### src/rtl/ksa_pkg.sv
`default_nettype none
// +--------------------------------------------------------------------------+
// | Module   : ksa_pkg                                                       |
// | Purpose  : Shared constants and the propagate/generate pair type for the |
// |            Kogge-Stone subtractor.                                       |
// | Revision : 1.0  initial release                                          |
// +--------------------------------------------------------------------------+
package ksa_pkg;

    localparam int KSA_MAX_N = 64;

    typedef struct packed {
        logic p;
        logic g;
    } pg_t;

endpackage
`default_nettype wire

### src/rtl/ksa_prefix_cell.sv
`default_nettype none
// +--------------------------------------------------------------------------+
// | Module   : ksa_prefix_cell                                               |
// | Purpose  : Black-cell prefix operator merging a high and a low group.    |
// | Revision : 1.0  initial release                                          |
// +--------------------------------------------------------------------------+
module ksa_prefix_cell
    import ksa_pkg::*;
(
    input  pg_t i_hi,
    input  pg_t i_lo,
    output pg_t o_grp
);

    assign o_grp = '{p: i_hi.p & i_lo.p, g: i_hi.g | (i_hi.p & i_lo.g)};

endmodule
`default_nettype wire

### src/rtl/ksa_sub_pipe.sv
`default_nettype none
// +--------------------------------------------------------------------------+
// | Module   : ksa_sub_pipe                                                  |
// | Purpose  : Three-stage valid/ready pipelined subtractor built on a       |
// |            Kogge-Stone prefix carry network.                             |
// | Revision : 1.0  initial release                                          |
// +--------------------------------------------------------------------------+
module ksa_sub_pipe
    import ksa_pkg::*;
#(
    parameter int N      = 8,
    parameter int LEVELS = $clog2(N)
) (
    input  logic         clk,
    input  logic         rst,
    input  logic         in_valid,
    output logic         in_ready,
    input  logic [N-1:0] a,
    input  logic [N-1:0] b,
    input  logic         borrow_in,
    output logic         out_valid,
    input  logic         out_ready,
    output logic [N-1:0] diff,
    output logic         borrow_out,
    output logic         ovf
);

    if (N < 4 || N > KSA_MAX_N || (N & (N - 1)) != 0) begin : g_n_check
        $error("ksa_sub_pipe: N must be a power of two between 4 and %0d", KSA_MAX_N);
    end

    // Stage registers
    logic         r_s1_valid, r_s2_valid, r_s3_valid;
    logic [N-1:0] r_s1_p, r_s1_g;
    logic         r_s1_c0, r_s1_a_msb;
    logic [N-1:0] r_s2_p, r_s2_gg;
    logic         r_s2_c0, r_s2_a_msb;
    logic [N-1:0] r_s3_diff;
    logic         r_s3_bo, r_s3_ovf;

    // Handshake: a stage may load when it is empty or its content moves on
    logic w_s1_ready, w_s2_ready, w_s3_ready, w_accept;

    assign w_s3_ready = !r_s3_valid || out_ready;
    assign w_s2_ready = !r_s2_valid || w_s3_ready;
    assign w_s1_ready = !r_s1_valid || w_s2_ready;
    assign in_ready   = !rst && w_s1_ready;
    assign w_accept   = in_valid && in_ready;

    // Subtraction as a + ~b + ~borrow_in; the carry-in is folded into bit 0's generate
    logic [N-1:0] w_g0;
    pg_t  [N-1:0] w_pg [0:LEVELS];
    logic [N-1:0] w_gg;

    assign w_g0 = r_s1_g | {{(N-1){1'b0}}, r_s1_p[0] & r_s1_c0};

    for (genvar i = 0; i < N; i++) begin : g_lvl0
        assign w_pg[0][i] = '{p: r_s1_p[i], g: w_g0[i]};
    end

    for (genvar l = 1; l <= LEVELS; l++) begin : g_level
        localparam int c_dist = 1 << (l - 1);
        for (genvar i = 0; i < N; i++) begin : g_bit
            if (i >= c_dist) begin : g_cell
                ksa_prefix_cell u_cell (
                    .i_hi  (w_pg[l-1][i]),
                    .i_lo  (w_pg[l-1][i-c_dist]),
                    .o_grp (w_pg[l][i])
                );
            end else begin : g_pass
                assign w_pg[l][i] = w_pg[l-1][i];
            end
        end
    end

    for (genvar i = 0; i < N; i++) begin : g_gg
        assign w_gg[i] = w_pg[LEVELS][i].g;
    end

    // Group generate of bits [i:0] is the carry into bit i+1
    logic [N-1:0] w_carry, w_diff;
    logic         w_bo, w_ovf;

    assign w_carry = {r_s2_gg[N-2:0], r_s2_c0};
    assign w_diff  = r_s2_p ^ w_carry;
    assign w_bo    = ~r_s2_gg[N-1];
    // Operand signs differ exactly when the MSB propagate a ^ ~b is zero
    assign w_ovf   = ~r_s2_p[N-1] & (w_diff[N-1] ^ r_s2_a_msb);

    always_ff @(posedge clk) begin
        if (rst) begin
            r_s1_valid <= 1'b0;
            r_s1_p     <= '0;
            r_s1_g     <= '0;
            r_s1_c0    <= 1'b0;
            r_s1_a_msb <= 1'b0;
        end else if (w_s1_ready) begin
            r_s1_valid <= w_accept;
            if (w_accept) begin
                r_s1_p     <= a ^ ~b;
                r_s1_g     <= a & ~b;
                r_s1_c0    <= ~borrow_in;
                r_s1_a_msb <= a[N-1];
            end
        end
    end

    always_ff @(posedge clk) begin
        if (rst) begin
            r_s2_valid <= 1'b0;
            r_s2_p     <= '0;
            r_s2_gg    <= '0;
            r_s2_c0    <= 1'b0;
            r_s2_a_msb <= 1'b0;
        end else if (w_s2_ready) begin
            r_s2_valid <= r_s1_valid;
            if (r_s1_valid) begin
                r_s2_p     <= r_s1_p;
                r_s2_gg    <= w_gg;
                r_s2_c0    <= r_s1_c0;
                r_s2_a_msb <= r_s1_a_msb;
            end
        end
    end

    always_ff @(posedge clk) begin
        if (rst) begin
            r_s3_valid <= 1'b0;
            r_s3_diff  <= '0;
            r_s3_bo    <= 1'b0;
            r_s3_ovf   <= 1'b0;
        end else if (w_s3_ready) begin
            r_s3_valid <= r_s2_valid;
            if (r_s2_valid) begin
                r_s3_diff <= w_diff;
                r_s3_bo   <= w_bo;
                r_s3_ovf  <= w_ovf;
            end
        end
    end

    assign out_valid  = r_s3_valid;
    assign diff       = r_s3_diff;
    assign borrow_out = r_s3_bo;
    assign ovf        = r_s3_ovf;

endmodule
`default_nettype wire
### config.mk
export PLATFORM = sky130hd
export DESIGN_NAME = ksa_sub_pipe
export DESIGN_NICKNAME = d
export VERILOG_FILES = /design/src/rtl/ksa_pkg.sv /design/src/rtl/ksa_prefix_cell.sv /design/src/rtl/ksa_sub_pipe.sv
export SDC_FILE = /design/constraint.sdc
export NUM_CORES = 1
export LEC_CHECK = 0
export ABC_AREA = 0
export CAP_MARGIN = 15
export CORE_ASPECT_RATIO = 1.75
export CORE_MARGIN = 4
export CORE_UTILIZATION = 38
export CTS_BUF_LIST = sky130_fd_sc_hd__clkbuf_4 sky130_fd_sc_hd__clkbuf_8 sky130_fd_sc_hd__clkbuf_16
export CTS_CLUSTER_SIZE = 40
export DETAILED_ROUTE_END_ITERATION = 10
export DONT_BUFFER_PORTS = 1
export PLACE_DENSITY = 0.64
export SYNTH_ARGS = -nofsm -noshare
export SYNTH_HDL_FRONTEND = slang
export SYNTH_HIERARCHICAL = 1
export SYNTH_SLANG_ARGS = --single-unit
### constraint.sdc
create_clock -name clk -period 2.7 [get_ports clk]
set_input_delay 0.81 -clock clk [delete_from_list [all_inputs] [get_ports clk]]
set_output_delay 0.81 -clock clk [all_outputs]
set_load 0.005 [all_outputs]
=== Yosys cells after proc, flatten, opt, wreduce, memory -nomap -nowiden ===
Index checks and enable logic that the tools add are counted.

* Bitwise gates (word level): 55
* Reductions and logical operators: 12

{| class="wikitable"
|+ Operators by type and width
! kind !! number
|-
| $and 1x1->1 || 29
|-
| $or 1x1->1 || 17
|-
| $xor 8x8->8 || 2
|-
| $and 8x8->8 || 1
|-
| $not 8->8 || 1
|-
| $or 8x1->8 || 1
|-
| $reduce_and 2->1 || 3
|-
| $logic_not 1->1 || 4
|-
| $logic_or 1x1->1 || 3
|-
| $not 1->1 || 3
|-
| $logic_and 1x1->1 || 2
|-
| $xor 1x1->1 || 1
|}

* Register bits: 49
* Input bits: 21
* Output and inout bits: 12
* Word-level logic and storage cells: 81

=== Depth between registers and ports, before layout ===
Gate-level depths: netlist (run 1).

* Word-level depth: 8
* Mapped depth: 6
* Gate-level depth less buffers: 6

=== Hierarchy ===
Netlist (run 1), hierarchy kept.

{| class="wikitable"
|+ Modules (own cells, without submodules)
! module !! times used !! cells each !! area an instance (µm²) !! seq. area each (µm²)
|-
| ksa_sub_pipe || 1 || 215 || 2150.8 || 980.9
|-
| ksa_prefix_cell || 17 || 2 || 13.8 || 0.0
|}

=== Worst setup path after synthesis (run 1) ===
Ideal clock, no wire load.

* Path kind: input-to-output
* From: in out_ready
* To: out in_ready
* Data arrival time: 1388 ps
* Required time: 1890 ps
* Slack: 502 ps
* Cell stages on the path: 4
* Buffers on the path: 2
* Path through: and3b_1 > buf_4 > buf_6 > a21oi_1

* Word-level cells in the longest chain between the ends: 4

{| class="wikitable"
|+ RTL lines
! element !! line !! RTL
|-
| start: declaration || ksa_sub_pipe.sv:22 || <nowiki>input logic out_ready,</nowiki>
|-
| $logic_or 1x1->1 || ksa_sub_pipe.sv:44 || <nowiki>assign w_s3_ready = !r_s3_valid || out_ready;</nowiki>
|-
| $logic_or 1x1->1 || ksa_sub_pipe.sv:45 || <nowiki>assign w_s2_ready = !r_s2_valid || w_s3_ready;</nowiki>
|-
| $logic_or 1x1->1 || ksa_sub_pipe.sv:46 || <nowiki>assign w_s1_ready = !r_s1_valid || w_s2_ready;</nowiki>
|-
| $logic_and 1x1->1 || ksa_sub_pipe.sv:47 || <nowiki>assign in_ready = !rst && w_s1_ready;</nowiki>
|-
| end: declaration || ksa_sub_pipe.sv:17 || <nowiki>output logic in_ready,</nowiki>
|}

Every way passes these cells.

=== Final worst setup path (run 1) ===
Same ends and word-level chain as after synthesis.

==> metrics.txt, run 1 <==
routed vias 1618; Top delay family on crit path compound AO/OA/AOI/OAI gates; period utilization 79.9%; full die area 0.00753 mm^2; fmax 464 MHz; NumNets Final 266; Ant. Diodes 0; H-tree levels 2; crit path max fanout 4; Num CTS Buffers 5; TritonCTS clock tree yes; post-synthesis net count 271; root buf cell clkbuf_8; initial DRC count 54; setup tns final 0 ps; power density cells 555 mW/mm^2; Synth Cell Area 0.00234 mm^2; Slew headroom 68.6%; Net Sw Frac 23.2%; WS Path Type in -> out; status completed; first-pass GRT wire length 8.14 mm; clk buf depth 2; Core Rows 37; Crit path buffers/inverters 0; Leak 0.00111 uW; Slew Limit Fails 0; Critical Path RT 1890 ps; drt pass-1 iters 4; initial antenna violation count 0; Chip Height 112 um; Worst path max stage delay 370 ps; Antenna Nets Post-Route 0; effective utilization at floorplan 39.5%; Die Width 67.3 um; most common cell after layout, fill and taps aside dfxtp_1; Slew @ Worst Pin 471 ps; Arrival @ worst endpoint 1350 ps; NetSw 317 uW; Internal Power 1050 uW; aggregate global routing overflow 0; CTS Sinks 49; clock insertion delay at the later pin of the skew report 300 ps; Buffers on Ports 0; cell count after synthesis 242; max_cap viols 0; hold buffer count at cts 0; wire length per cell after detailed routing 14.6 um; element type at the critical path end output pin; Reg clk slew, reported paths 80 ps; VDD IR max 345 uV; CP cell instances and3b_1, a21oi_1; Core Util, Final 41.5%; Hold Path Class reg -> reg; Ys Warns 6; total routed wirelength 4.60 mm; Post-CTS Repair Setup Buffers 0; Clk pwr share 32.2%; number of top-level design ports 33; Final min period 2160 ps; hpwl dp 3.31 mm; Setup crit start kind input port; share of layout cells above drive strength 1 12.7%; post-cts sizing count 0; synthesis-to-finish area growth 5.02%; CORE AREA 0.00593 mm^2; RD Place Congestion 0.712; most frequent cells in the layout dfxtp_1 (49), a21oi_1 (32), a21o_1 (18), nand3_1 (18), o21ai_0 (16); Residual DRC 0; Worst path slowest cell a21oi_1; GRT Util Overall 13.8%; unrepaired setup endpoints after global routing false; pin count of the biggest net entering global routing 52; final hold viol count 0; logic gate share of total power 9.8%; Flop pwr share 58.0%; Final Setup Violations 0; Max Clock Skew 5.84 ps; syn avg cell area 9.67 um^2; vias in the first global route 1701; DR vias/cell 5.14
[layer usage]
| metal | wire [um] | GRT usage [%] | up-vias | part of all wire [%] |
|---|---|---|---|---|
| met1 | 1840 | 15.8 | 741 | 40 |
| met2 | 2450 | 23.3 | 34 | 53 |
| met5 | 0 | 0 | - | 0 |
| li1 | - | - | 833 | - |
| met4 | 135 | 6.91 | 0 | 2.9 |
| met3 | 175 | 3.13 | 10 | 3.8 |
[state kept, by name, indices dropped and copies added (netlist names)]
signal and cells:
r_s2_gg 8, borrow_out 1, r_s1_p 8, ovf 1, r_s2_c0 1, out_valid 1
r_s2_p 8, r_s2_a_msb 1, diff 8, r_s1_valid 1, r_s1_a_msb 1, r_s2_valid 1
r_s1_c0 1, r_s1_g 8
[area by class of cell]
type                       count  area [um^2]
inverter                      12         45.0
fill                         635         3470
sequential                    49          981
clock buffer                   7         90.1
multi-input combinational    166         1220
tap                           78         97.6
timing repair buffer           3         22.5
[power groups by stage]
stage                     logic (uW)  registers (uW)  clock network (uW)
after global routing             153             799                 490
after global placement           133             809                   0
final                            134             792                 439
after CTS                        136             793                 456
after floorplan                  126             800                   0
after detailed placement         136             810                   0
[path summary, 6_finish.rpt]
path / slack [ps] / depth (start not counted) / from / end
max: 540 / 2 / out_ready / in_ready
min: 440 / 1 / r_s2_gg[7] / borrow_out
max reg2reg: 1190 / 4 / r_s1_valid / r_s1_g[3]
min reg2reg: 440 / 1 / r_s2_gg[7] / borrow_out
[stage by stage]
stage	hold WS (ps)	instances	cell area, um^2	total power (uW)	setup WS [ps]
final	438	315	2460	1370	544
after global routing	469	315	2460	1440	538
after CTS	440	315	2460	1390	533
after detailed placement	428	308	2370	946	536
after global placement	424	308	2370	941	533
after floorplan	408	242	2340	927	502
Power figures use the tool's default switching activity.
==> inputs of run 2 (changes only) <==
==> constraint.sdc (replaced) <==
create_clock -name clk -period 2 [get_ports clk]
set_input_delay 0.6 -clock clk [delete_from_list [all_inputs] [get_ports clk]]
set_output_delay 0.6 -clock clk [all_outputs]
set_load 0.005 [all_outputs]
==> run 2 against run 1 <==
Against the previous run: routed wire length down 6.1%; clock power up 62%; sequential share of layout area down 0.52 points; combinational power up 34%; non-clock buffer count up 1; sequential power up 35%; critical path type is now reg -> out; critical endpoint unchanged; largest cell class unchanged; highest routed layer unchanged.
==> metrics.txt, run 2 (same netlist as run 1, synthesis figures left out) <==
Antenna Nets Post-Route 0; clock insertion delay at the later pin of the skew report 300 ps; effective utilization at floorplan 39.5%; hold buffer count at cts 0; setup tns final 0 ps; Arrival @ worst endpoint 1280 ps; Num CTS Buffers 5; first-pass GRT wire length 7.50 mm; DR vias/cell 5.09; synthesis-to-finish area growth 6.41%; clk buf depth 2; most frequent cells in the layout dfxtp_1 (49), a21oi_1 (32), a21o_1 (18), nand3_1 (18), o21ai_0 (16); power density cells 786 mW/mm^2; Die Width 67.3 um; Core Util, Final 42.0%; status completed; period utilization 93.8%; Chip Height 112 um; root buf cell clkbuf_8; H-tree levels 2; Slew headroom 69.5%; max_cap viols 0; hpwl dp 3.29 mm; Post-CTS Repair Setup Buffers 0; FF-to-FF path depth 4; share of layout cells above drive strength 1 13.4%; element type at the critical path end output pin; GRT Util Overall 12.8%; Core Rows 37; most common cell after layout, fill and taps aside dfxtp_1; WS Path Type reg -> out; Buffers on Ports 0; Final Setup Violations 0; Leak 0.00112 uW; Reg clk slew, reported paths 90 ps; routed vias 1615; VDD IR max 406 uV; number of top-level design ports 33; vias in the first global route 1636; TritonCTS clock tree yes; Ant. Diodes 0; aggregate global routing overflow 0; NumNets Final 267; initial antenna violation count 0; fmax 533 MHz; Final min period 1880 ps; drt pass-1 iters 3; RD Place Congestion 0.789; full die area 0.00753 mm^2; final hold viol count 0; Setup crit start kind flip-flop; CTS Sinks 49; pin count of the biggest net entering global routing 52; crit path max fanout 5; Slew Limit Fails 0; Max Clock Skew 5.82 ps; Hold Path Class in -> reg; wire length per cell after detailed routing 13.6 um; initial DRC count 28; Slew @ Worst Pin 457 ps; unrepaired setup endpoints after global routing false; CORE AREA 0.00593 mm^2; total routed wirelength 4.32 mm; post-cts sizing count 0; Critical Path RT 1400 ps; Residual DRC 0; WHS Path Cells 1
[run 2: report_power, final]
part	internal, uW	leakage [uW]	switching [uW]	total (uW)
logic	101	0.000663	78.6	179
registers	1030	0.000401	42.5	1070
clock network	374	0.0000543	335	709
total	1500	0.00112	456	1960
[run 2: final timing paths]
path	start	slack, ps	end
max	out_valid	120	in_ready
min	rst	360	r_s1_valid
max reg2reg	r_s2_valid	550	r_s1_g[3]
min reg2reg	r_s2_gg[7]	420	borrow_out
[run 2: critical path: stages, from the launching register on]
cell and delay (ps):
dfxtp_1 390, and3b_1 220, a21oi_1 360
[run 2: layout make-up]
type                       instances  area [um^2]
timing repair buffer               4         30.0
fill                             666         3430
inverter                          12         45.0
multi-input combinational        166         1220
clock inverter                     3         46.3
sequential                        49          981
tap                               78         97.6
clock buffer                       5         68.8
[run 2: through the flow]
step	power, uW	setup slack, ps	hold slack [ps]	std cells	area, um^2
floorplan	1250	222	408	242	2340
global placement	1270	240	411	309	2380
detailed placement	1280	248	414	309	2380
CTS	1980	77.1	345	317	2490
global route	2050	30.7	342	317	2490
finish	1960	124	358	317	2490
[run 2: per-layer routing]
metal  vias up  part of all wire, %  GRT usage [%]
met5         -                    0              0
met4         0                  5.3           9.08
met3        12                  3.4           2.93
met2        31                   53           21.3
met1       732                   39           13.7
li1        840                    -              -
==> inputs of run 3 (changes only) <==
--- a/config.mk
+++ b/config.mk
@@ -6,7 +6,7 @@
 export NUM_CORES = 1
 export LEC_CHECK = 0
 export ABC_AREA = 0
-export CAP_MARGIN = 15
+export CAP_MARGIN = 0
 export CORE_ASPECT_RATIO = 1.75
 export CORE_MARGIN = 4
 export CORE_UTILIZATION = 38
==> results of run 3 <==
No change in the layout: final DEF, timing and power equal those of run 2.
